[src/rtl/alu_exec_stage.sv]
// alu_exec_stage: registered RISC-V execute stage.
// It computes the ALU result and flags for one operation and hands them downstream
// through a valid/ready handshake. A two-entry skid buffer (OUT + SKID) sits behind the
// handshake, so in_ready depends only on the stage state and never on out_ready.
// Ports:
//   clk, rst                 clock; asynchronous active-low reset
//   in_valid / in_ready      upstream handshake
//   SrcA, SrcB, ALUControl   operands and 3-bit ALU operation code
//   in_rd                    destination tag, carried through unchanged
//   out_valid / out_ready    downstream handshake
//   Result, Zero, Negative, Carry, Overflow, Illegal, out_rd   registered outputs
//   op_count                 count of completed output handshakes, wraps at 2^32
module alu_exec_stage #(
  parameter int unsigned WIDTH = 32,
  parameter int unsigned TAGW  = 5
) (
  input  logic             clk,
  input  logic             rst,
  input  logic             in_valid,
  output logic             in_ready,
  input  logic [WIDTH-1:0] SrcA,
  input  logic [WIDTH-1:0] SrcB,
  input  logic [2:0]       ALUControl,
  input  logic [TAGW-1:0]  in_rd,
  output logic             out_valid,
  input  logic             out_ready,
  output logic [WIDTH-1:0] Result,
  output logic             Zero,
  output logic             Negative,
  output logic             Carry,
  output logic             Overflow,
  output logic             Illegal,
  output logic [TAGW-1:0]  out_rd,
  output logic [31:0]      op_count
);

  typedef struct packed {
    logic [WIDTH-1:0] result;
    logic             zero;
    logic             negative;
    logic             carry;
    logic             overflow;
    logic             illegal;
    logic [TAGW-1:0]  rd;
  } entry_t;

  typedef enum logic [1:0] {StEmpty, StOne, StFull} state_e;

  state_e      r_state;
  state_e      w_state_next;
  entry_t      r_out;
  entry_t      r_skid;
  entry_t      w_new;
  logic [31:0] r_op_count;

  logic             w_in_fire;
  logic             w_out_fire;
  logic             w_load_out;
  logic             w_out_from_skid;
  logic             w_load_skid;
  logic             w_is_sub;
  logic [WIDTH-1:0] w_b_op;
  logic [WIDTH:0]   w_sum;
  logic             w_slt;

  // Shared adder: subtraction is A + ~B + 1, so its carry-out means A >= B unsigned.
  assign w_is_sub = (ALUControl == 3'b001);
  assign w_b_op   = w_is_sub ? ~SrcB : SrcB;
  assign w_sum    = {1'b0, SrcA} + {1'b0, w_b_op} + {{WIDTH{1'b0}}, w_is_sub};
  assign w_slt    = $signed(SrcA) < $signed(SrcB);

  always_comb begin
    w_new    = '0;
    w_new.rd = in_rd;
    case (ALUControl)
      3'b000: begin
        w_new.result   = w_sum[WIDTH-1:0];
        w_new.carry    = w_sum[WIDTH];
        w_new.overflow = (SrcA[WIDTH-1] == SrcB[WIDTH-1]) &&
                         (w_sum[WIDTH-1] != SrcA[WIDTH-1]);
      end
      3'b001: begin
        w_new.result   = w_sum[WIDTH-1:0];
        w_new.carry    = w_sum[WIDTH];
        w_new.overflow = (SrcA[WIDTH-1] != SrcB[WIDTH-1]) &&
                         (w_sum[WIDTH-1] != SrcA[WIDTH-1]);
      end
      3'b010:  w_new.result = SrcA & SrcB;
      3'b011:  w_new.result = SrcA | SrcB;
      3'b101:  w_new.result = {{(WIDTH-1){1'b0}}, w_slt};
      default: w_new.illegal = 1'b1;
    endcase
    w_new.zero     = (w_new.result == '0);
    w_new.negative = w_new.result[WIDTH-1];
  end

  assign in_ready   = (r_state != StFull);
  assign out_valid  = (r_state != StEmpty);
  assign w_in_fire  = in_valid & in_ready;
  assign w_out_fire = out_valid & out_ready;

  always_comb begin
    w_state_next    = r_state;
    w_load_out      = 1'b0;
    w_out_from_skid = 1'b0;
    w_load_skid     = 1'b0;
    case (r_state)
      StEmpty: begin
        if (w_in_fire) begin
          w_load_out   = 1'b1;
          w_state_next = StOne;
        end
      end
      StOne: begin
        if (w_in_fire && w_out_fire) begin
          w_load_out = 1'b1;
        end else if (w_in_fire) begin
          w_load_skid  = 1'b1;
          w_state_next = StFull;
        end else if (w_out_fire) begin
          w_state_next = StEmpty;
        end
      end
      StFull: begin
        if (w_out_fire) begin
          w_load_out      = 1'b1;
          w_out_from_skid = 1'b1;
          w_state_next    = StOne;
        end
      end
      default: w_state_next = StEmpty;
    endcase
  end

  always_ff @(posedge clk or negedge rst) begin
    if (!rst) begin
      r_state    <= StEmpty;
      r_out      <= '0;
      r_skid     <= '0;
      r_op_count <= '0;
    end else begin
      r_state <= w_state_next;
      if (w_load_out) r_out <= w_out_from_skid ? r_skid : w_new;
      if (w_load_skid) r_skid <= w_new;
      if (w_out_fire) r_op_count <= r_op_count + 32'd1;
    end
  end

  assign Result   = r_out.result;
  assign Zero     = r_out.zero;
  assign Negative = r_out.negative;
  assign Carry    = r_out.carry;
  assign Overflow = r_out.overflow;
  assign Illegal  = r_out.illegal;
  assign out_rd   = r_out.rd;
  assign op_count = r_op_count;

endmodule

[config.mk]
export PLATFORM = sky130hd
export DESIGN_NAME = alu_exec_stage
export DESIGN_NICKNAME = d
export VERILOG_FILES = /design/src/rtl/alu_exec_stage.sv
export SDC_FILE = /design/constraint.sdc
export NUM_CORES = 1
export LEC_CHECK = 0
export ABC_AREA = 0
export BUFFER_PORTS_ARGS = -buffer_cell sky130_fd_sc_hd__buf_2
export CORE_UTILIZATION = 64
export CTS_BUF_LIST = sky130_fd_sc_hd__clkbuf_4
export CTS_CLUSTER_SIZE = 16
export DETAILED_ROUTE_END_ITERATION = 8
export PLACE_DENSITY = 0.94
export SLEW_MARGIN = 5
export SYNTH_ARGS = -nofsm -noshare
export SYNTH_HDL_FRONTEND = slang
export SYNTH_SLANG_ARGS = --single-unit
[constraint.sdc]
create_clock -name clk -period 6.5 [get_ports clk]
set_input_delay 0.975 -clock clk [delete_from_list [all_inputs] [get_ports clk]]
set_output_delay 0.975 -clock clk [all_outputs]
set_load 0.02 [all_outputs]
==> impl_metrics.csv, run 1 <==
group,metric,value,unit
grt,track_usage,35.13,%
synthesis,synth_edf_count,0,
clocking,root_buffer,"clkbuf_4",
floorplanning,start_util,65.60,%
timing,fmax,216.8,MHz
synthesis,ys_seq_area_share,30.45,%
floorplanning,rows,44,
final_layout,syn_to_final_growth,12.14,%
timing,fin_setup_tns,0,ps
clocking,cts_buffer_depth,2,
clocking,cts.sinks,116,
synthesis,yosysMostFrequentCell,"nand2_1",
placed_design,port_buffers,151,
worst_setup_path,cpPeakStageDelay,570,ps
power,power.leakage,5.335,nW
detailed_routing,vias,8856,
detailed_routing,drt-total-wl,26820,um
synthesis,ys_ff_latch,116,
synthesis,synthTopCellsByCount,"153 x nand2_1, 136 x ha_1, 116 x dfrtp_1",
worst_setup_path,start_kind,"input port",
final_layout,layout.nets,1457,
final_layout,nFillCells,1072,
power,ir_worst_vdd,0.0001238,V
detailed_routing,via_per_inst,6.141,
detailed_routing,first_pass_iters,5,
clocking,worstSkewPairLatency,530,ps
placed_design,hpwl,20050,um
detailed_routing,drc_errors,0,
synthesis,synth.largest_area_cell,"dfrtp_1",
worst_setup_path,worstPathRequired,6940,ps
status,outcome,"finished clean",
worst_setup_path,cp_max_fo,20,
worst_setup_path,r2r_setup_slack,3990,ps
worst_setup_path,critPathCaptureType,"flop",
final_layout,multi_input_area,6115,um2
clocking,h-tree-depth,4,
worst_setup_path,cp.buffers_inverters,1,
synthesis,synth_ff_type,"dfrtp_1",
grt,grt_max_degree,70,
worst_setup_path,path_cells,"buf_2 -> nor2_2 -> and2_2 -> xnor2_1 -> ha_1 -> and3_1 -> o21ai_1 -> a21oi_1 -> a22oi_1 -> mux2_1 -> a211oi_2 -> nand4_1 -> nor4_4 -> nand4b_4 -> o21ai_2",
worst_setup_path,r2r-end,"op_count[29]$_DFFE_PN0P_",
clocking,path_clk_slew,100,ps
timing,drv_slew,0,
synthesis,synth_area,9534,um2
clocking,cts_hold_buf,0,
power,power,2.877,mW
clocking,cts-resized-gates,0,
timing,fin_ws,1887,ps
detailed_routing,drt_iter0_markers,747,
clocking,cts_made_buffers,17,
timing,period_needed,4613,ps
timing,finClkSkew,16.50,ps
synthesis,synthCells,1123,
worst_setup_path,critical_path_class,"in2reg",
worst_setup_path,cp.depth,15,
final_layout,seq_area,2903,um2
detailed_routing,wl_per_cell,18.60,um
clocking,cts_tree,"yes",
grt,grt_use_met3,4.762,%
floorplanning,fp.dieH,124.1,um
timing,post-route-period-util,70.97,%
synthesis,async_flop_share,100.0,%
floorplanning,die_area,15390,um2
grt,grt_pass1_wl,41700,um
worst_setup_path,critPathTopFamily,"simple AND/OR/NAND/NOR gates",
synthesis,avgSynthCellArea,8.490,um2
worst_setup_path,r2r-start,"r_state[1]$_DFFE_PN0P_",
worst_hold_path,min_path_type,"in2async",
floorplanning,core,14530,um2
worst_setup_path,slowest_stage,"and2_2",
grt,antenna_found_initial,0,
placed_design,postPlaceCellArea,10360,um2
power,powerDensity,269.1,nW/um2
timing,slew_headroom,18.14,%
floorplanning,die_w,124.1,um
worst_setup_path,rr_worst_depth,8,
placed_design,place_ws,1365,ps
timing,setup_violations,0,
floorplanning,num_io_pins,152,
timing,finalHoldViolCount,0,
final_layout,final_area,10690,um2
timing,whs,441.1,ps
detailed_routing,antenna_left,0,
synthesis,ys_types,76,
grt,top_usage_layer,"met2",
timing,tightest_slew,1225,ps
flow_run,max_cap_violations,0,
grt,met2_usage,59.88,%
grt,grt_overflow,0,
grt,gr-usage-met1,46.08,%
synthesis,ys_warn_count,0,
synthesis,yosysTopAreaCellShare,30.45,%
synthesis,syn_nets,1336,
clocking,post-cts-setup-buffers,0,
synthesis,synth.area.top_cells,"dfrtp_1 30%, ha_1 18%, xnor2_1 6.2%",
worst_setup_path,arrival,5050,ps
placed_design,place_congestion,0.9573,
grt,grt_pass1_vias,8355,
final_layout,drive_gt1_share,17.02,%
timing,rsz0062_at_grt,"false",
## report_power, final
| group | internal [mW] | switching, mW |
|---|---|---|
| clock network | 0.346 | 0.263 |
| logic | 0.403 | 0.747 |
| registers | 0.951 | 0.167 |
| total | 1.70 | 1.18 |
## routing by layer
| metal | routed length (um) | vias to the layer above | part of all wire, % |
|---|---|---|---|
| met3 | 1633 | 47 | 6.1 |
| met2 | 12920 | 340 | 48 |
| met1 | 11640 | 4283 | 43 |
| met5 | 0 | - | 0 |
| met4 | 624 | 0 | 2.3 |
| li1 | - | 4186 | - |
## flip-flops by register name (all words and copies together) (netlist names)
| name | count |
|---|---|
| Zero | 1 |
| op_count | 32 |
| Overflow | 1 |
| r_state | 2 |
| Carry | 1 |
| Illegal | 1 |
| Result | 32 |
| out_rd | 5 |
| r_skid | 41 |
## kinds of logic (layout without fill, tap and decap cells)
group,Yosys count,in the layout,synth area share (%)
mux,9,9,0.9843
fa+ha+maj,137,137,18.06
simple gates,342,342,17.02
xor+xnor,81,81,7.441
other cells,0,1,0
buf+inv,136,270,5.538
flops,116,116,30.45
compound gates,302,302,20.51
## final cells by class
type / count / share of cell area [%]
well taps: 184 / 2.153
clock inverters: 13 / 1.755
clock buffers: 19 / 1.334
flip-flops and latches: 116 / 27.15
repair buffers: 158 / 7.583
multi-input cells: 871 / 57.19
diodes: 1 / 0.02341
inverters: 80 / 2.809
## metrics by stage
stage,cells,utilization (%)
final,1442,73.56
after detailed placement,1409,71.27
after global routing,1441,73.55
after floorplan,1123,-
after global placement,1409,71.27
after CTS,1441,73.55
## placed cells by master, fill, tap and decap left out, types with 10 or more instances in the layout
cell type,n
a22oi_1,41
buf_2,150
nand3_1,20
o21ai_0,71
nor2b_1,10
clkbuf_4,19
o21ai_1,31
nor2_1,61
xor2_1,13
a211oi_1,20
xnor2_1,68
and3_1,14
nand2_1,152
dfrtp_1,116
a21oi_1,57
nor3_1,18
ha_1,136
nand4_1,24
inv_1,79
## worst max-delay path by stage
stage | to | slack, ps | start
global placement | Zero$_DFFE_PN0P_ | 1550 | ALUControl[1]
detailed placement | Zero$_DFFE_PN0P_ | 1370 | ALUControl[1]
CTS | Zero$_DFFE_PN0P_ | 1920 | ALUControl[1]
floorplan | r_skid[9]$_DFFE_PN0P_ | 1590 | ALUControl[0]
global route | Zero$_DFFE_PN0P_ | 1650 | ALUControl[1]
finish | Zero$_DFFE_PN0P_ | 1890 | ALUControl[1]
(Power assumes the default switching activity.)
==> run 2: changes to the inputs <==
--- a/config.mk
+++ b/config.mk
@@ -7,11 +7,11 @@
 export LEC_CHECK = 0
 export ABC_AREA = 0
 export BUFFER_PORTS_ARGS = -buffer_cell sky130_fd_sc_hd__buf_2
-export CORE_UTILIZATION = 64
+export CORE_UTILIZATION = 54
 export CTS_BUF_LIST = sky130_fd_sc_hd__clkbuf_4
 export CTS_CLUSTER_SIZE = 16
 export DETAILED_ROUTE_END_ITERATION = 8
-export PLACE_DENSITY = 0.94
+export PLACE_DENSITY = 0.85
 export SLEW_MARGIN = 5
 export SYNTH_ARGS = -nofsm -noshare
 export SYNTH_HDL_FRONTEND = slang
==> constraint.sdc (replaced) <==
create_clock -name clk -period 3.95 [get_ports clk]
set_input_delay 0.5925 -clock clk [delete_from_list [all_inputs] [get_ports clk]]
set_output_delay 0.5925 -clock clk [all_outputs]
set_load 0.02 [all_outputs]
==> run 2 against run 1 <==
Effect of this change: register-to-register slack got worse by 2500 ps; critical path depth rose by 2; sequential cell count did not move; global-route usage fell by 6.8 points; critical endpoint unchanged; highest routed layer unchanged.
==> impl_metrics.csv, run 2 (same netlist as run 1, synthesis figures left out) <==
group,metric,value,unit
timing,setup_violations,0,
grt,track_usage,28.29,%
placed_design,port_buffers,151,
worst_setup_path,r2r_setup_slack,1540,ps
detailed_routing,wl_met2,11950,um
clocking,cts.sinks,116,
timing,fmax,282.4,MHz
final_layout,final_area,11020,um2
final_layout,utilization,63.69,%
power,p_sw,1.882,mW
timing,post-route-period-util,89.66,%
detailed_routing,antenna_left,0,
status,outcome,"finished clean",
detailed_routing,drt-total-wl,25480,um
clocking,cts_buffer_depth,2,
final_layout,top_register,"r_skid",
worst_hold_path,min_path_type,"in2async",
detailed_routing,wl_met3,1694,um
timing,finClkSkew,14.46,ps
worst_setup_path,arrival,3950,ps
power,powerDensity,411.8,nW/um2
power,p_seq_share,39.9,%
power,ir_worst_vdd,0.0004688,V
timing,tightest_slew,1171,ps
placed_design,placed_cells,1492,
worst_setup_path,start_kind,"input port",
worst_setup_path,critPathCaptureType,"flop",
clocking,post-cts-setup-buffers,0,
clocking,worstSkewPairLatency,500,ps
detailed_routing,vias,8791,
power,power.leakage,5.495,nW
detailed_routing,first_pass_iters,5,
floorplanning,num_io_pins,152,
final_layout,layout.nets,1499,
final_layout,mostFrequentLayoutCells,"152 x nand2_1, 150 x buf_2, 136 x ha_1",
timing,fin_setup_tns,0,ps
placed_design,hpwl,19850,um
power,p_clk_share,17.3,%
detailed_routing,via_per_inst,5.768,
flow_run,max_cap_violations,0,
final_layout,drive_gt1_share,19.86,%
worst_setup_path,critical_path_class,"in2reg",
floorplanning,start_util,55.12,%
floorplanning,fp.dieH,134.9,um
placed_design,postPlaceCellArea,10760,um2
clocking,root_buffer,"clkbuf_4",
worst_setup_path,crit_path_start,"ALUControl[2]",
timing,finalHoldViolCount,0,
clocking,cts_tree,"yes",
placed_design,place_congestion,1.018,
power,p_int,2.655,mW
clocking,h-tree-depth,4,
timing,rsz0062_at_grt,"false",
timing,slew_headroom,21.69,%
clocking,path_clk_slew,100,ps
final_layout,diodes,0,
floorplanning,die_w,134.9,um
detailed_routing,wl_per_cell,16.72,um
timing,period_needed,3541,ps
worst_setup_path,cp_max_fo,13,
power,p_comb_share,42.8,%
timing,drv_slew,0,
power,power,4.537,mW
detailed_routing,drt_iter0_markers,659,
grt,grt_max_degree,88,
worst_setup_path,worstPathRequired,4360,ps
grt,grt_pass1_vias,8325,
clocking,cts-resized-gates,0,
power,swShare,41.49,%
grt,antenna_found_initial,0,
floorplanning,die_area,18190,um2
clocking,cts_hold_buf,0,
final_layout,layout_commonest_cell,"nand2_1",
worst_setup_path,rr_worst_depth,8,
grt,grt_pass1_wl,41200,um
clocking,cts_made_buffers,17,
floorplanning,rows,48,
worst_setup_path,r2r-end,"op_count[25]$_DFFE_PN0P_",
floorplanning,core,17300,um2
worst_setup_path,r2r-start,"r_state[1]$_DFFE_PN0P_",
final_layout,instances_no_fill,1524,
detailed_routing,drt-met1-wl,11400,um
detailed_routing,drc_errors,0,
final_layout,largest_reg_flops,41,
detailed_routing,topRoutingLayerUsed,"met4",
grt,grt_overflow,0,
final_layout,syn_to_final_growth,15.55,%
[run 2: power by group through the flow]
stage / logic [mW] / clock network (mW) / registers [mW]
2_1_floorplan: 1.04 / 0 / 2.01
3_3_place_gp: 1.88 / 0 / 1.81
3_5_place_dp: 1.93 / 0 / 1.83
4_1_cts: 1.94 / 0.800 / 1.81
5_1_grt: 2.14 / 0.855 / 1.85
6_report: 1.94 / 0.784 / 1.81
[run 2: routing by layer]
layer  GRT usage, %  vias up
li1               -     4258
met3          4.392       32
met4          8.427        0
met2          47.16      324
met1          37.79     4177
met5              0        -
[run 2: layout make-up]
class	count	area, um2
Multi-Input combinational cell	871	6140
Sequential cell	116	2903
Inverter	80	300.3
Clock buffer	18	135.1
Tap cell	225	281.5
Fill cell	1484	6280
Clock inverter	14	118.9
Timing Repair Buffer	200	1139
[run 2: how the worst max path moves through the flow]
stage | end | slack (ps) | cells after the start
final | Zero$_DFFE_PN0P_ | 410 | 17
after global routing | Zero$_DFFE_PN0P_ | 210 | 17
after CTS | Zero$_DFFE_PN0P_ | 460 | 17
after detailed placement | Zero$_DFFE_PN0P_ | -70 | 17
after global placement | r_skid[9]$_DFFE_PN0P_ | -30 | 17
after floorplan | r_skid[9]$_DFFE_PN0P_ | 3 | 19
[run 2: metrics by stage]
stage	setup WS, ps	hold slack [ps]
floorplan	3.236	296.9
global placement	-29.24	451.2
detailed placement	-74.92	457.8
CTS	458.9	272.3
global route	208.5	271.2
finish	408.6	286.6
[run 2: critical path, stage by stage]
cell and delay, ps:
buf_2 120, nor2_4 110, and2_2 210, buf_12 170, xnor2_1 100, ha_1 400
and4_1 270, nand4_1 140, a211oi_1 320, nor3_1 150, and4_1 220, nor3_1 310
buf_4 190, o211a_1 130, and4_1 240, nand4b_4 130, o21ai_2 140
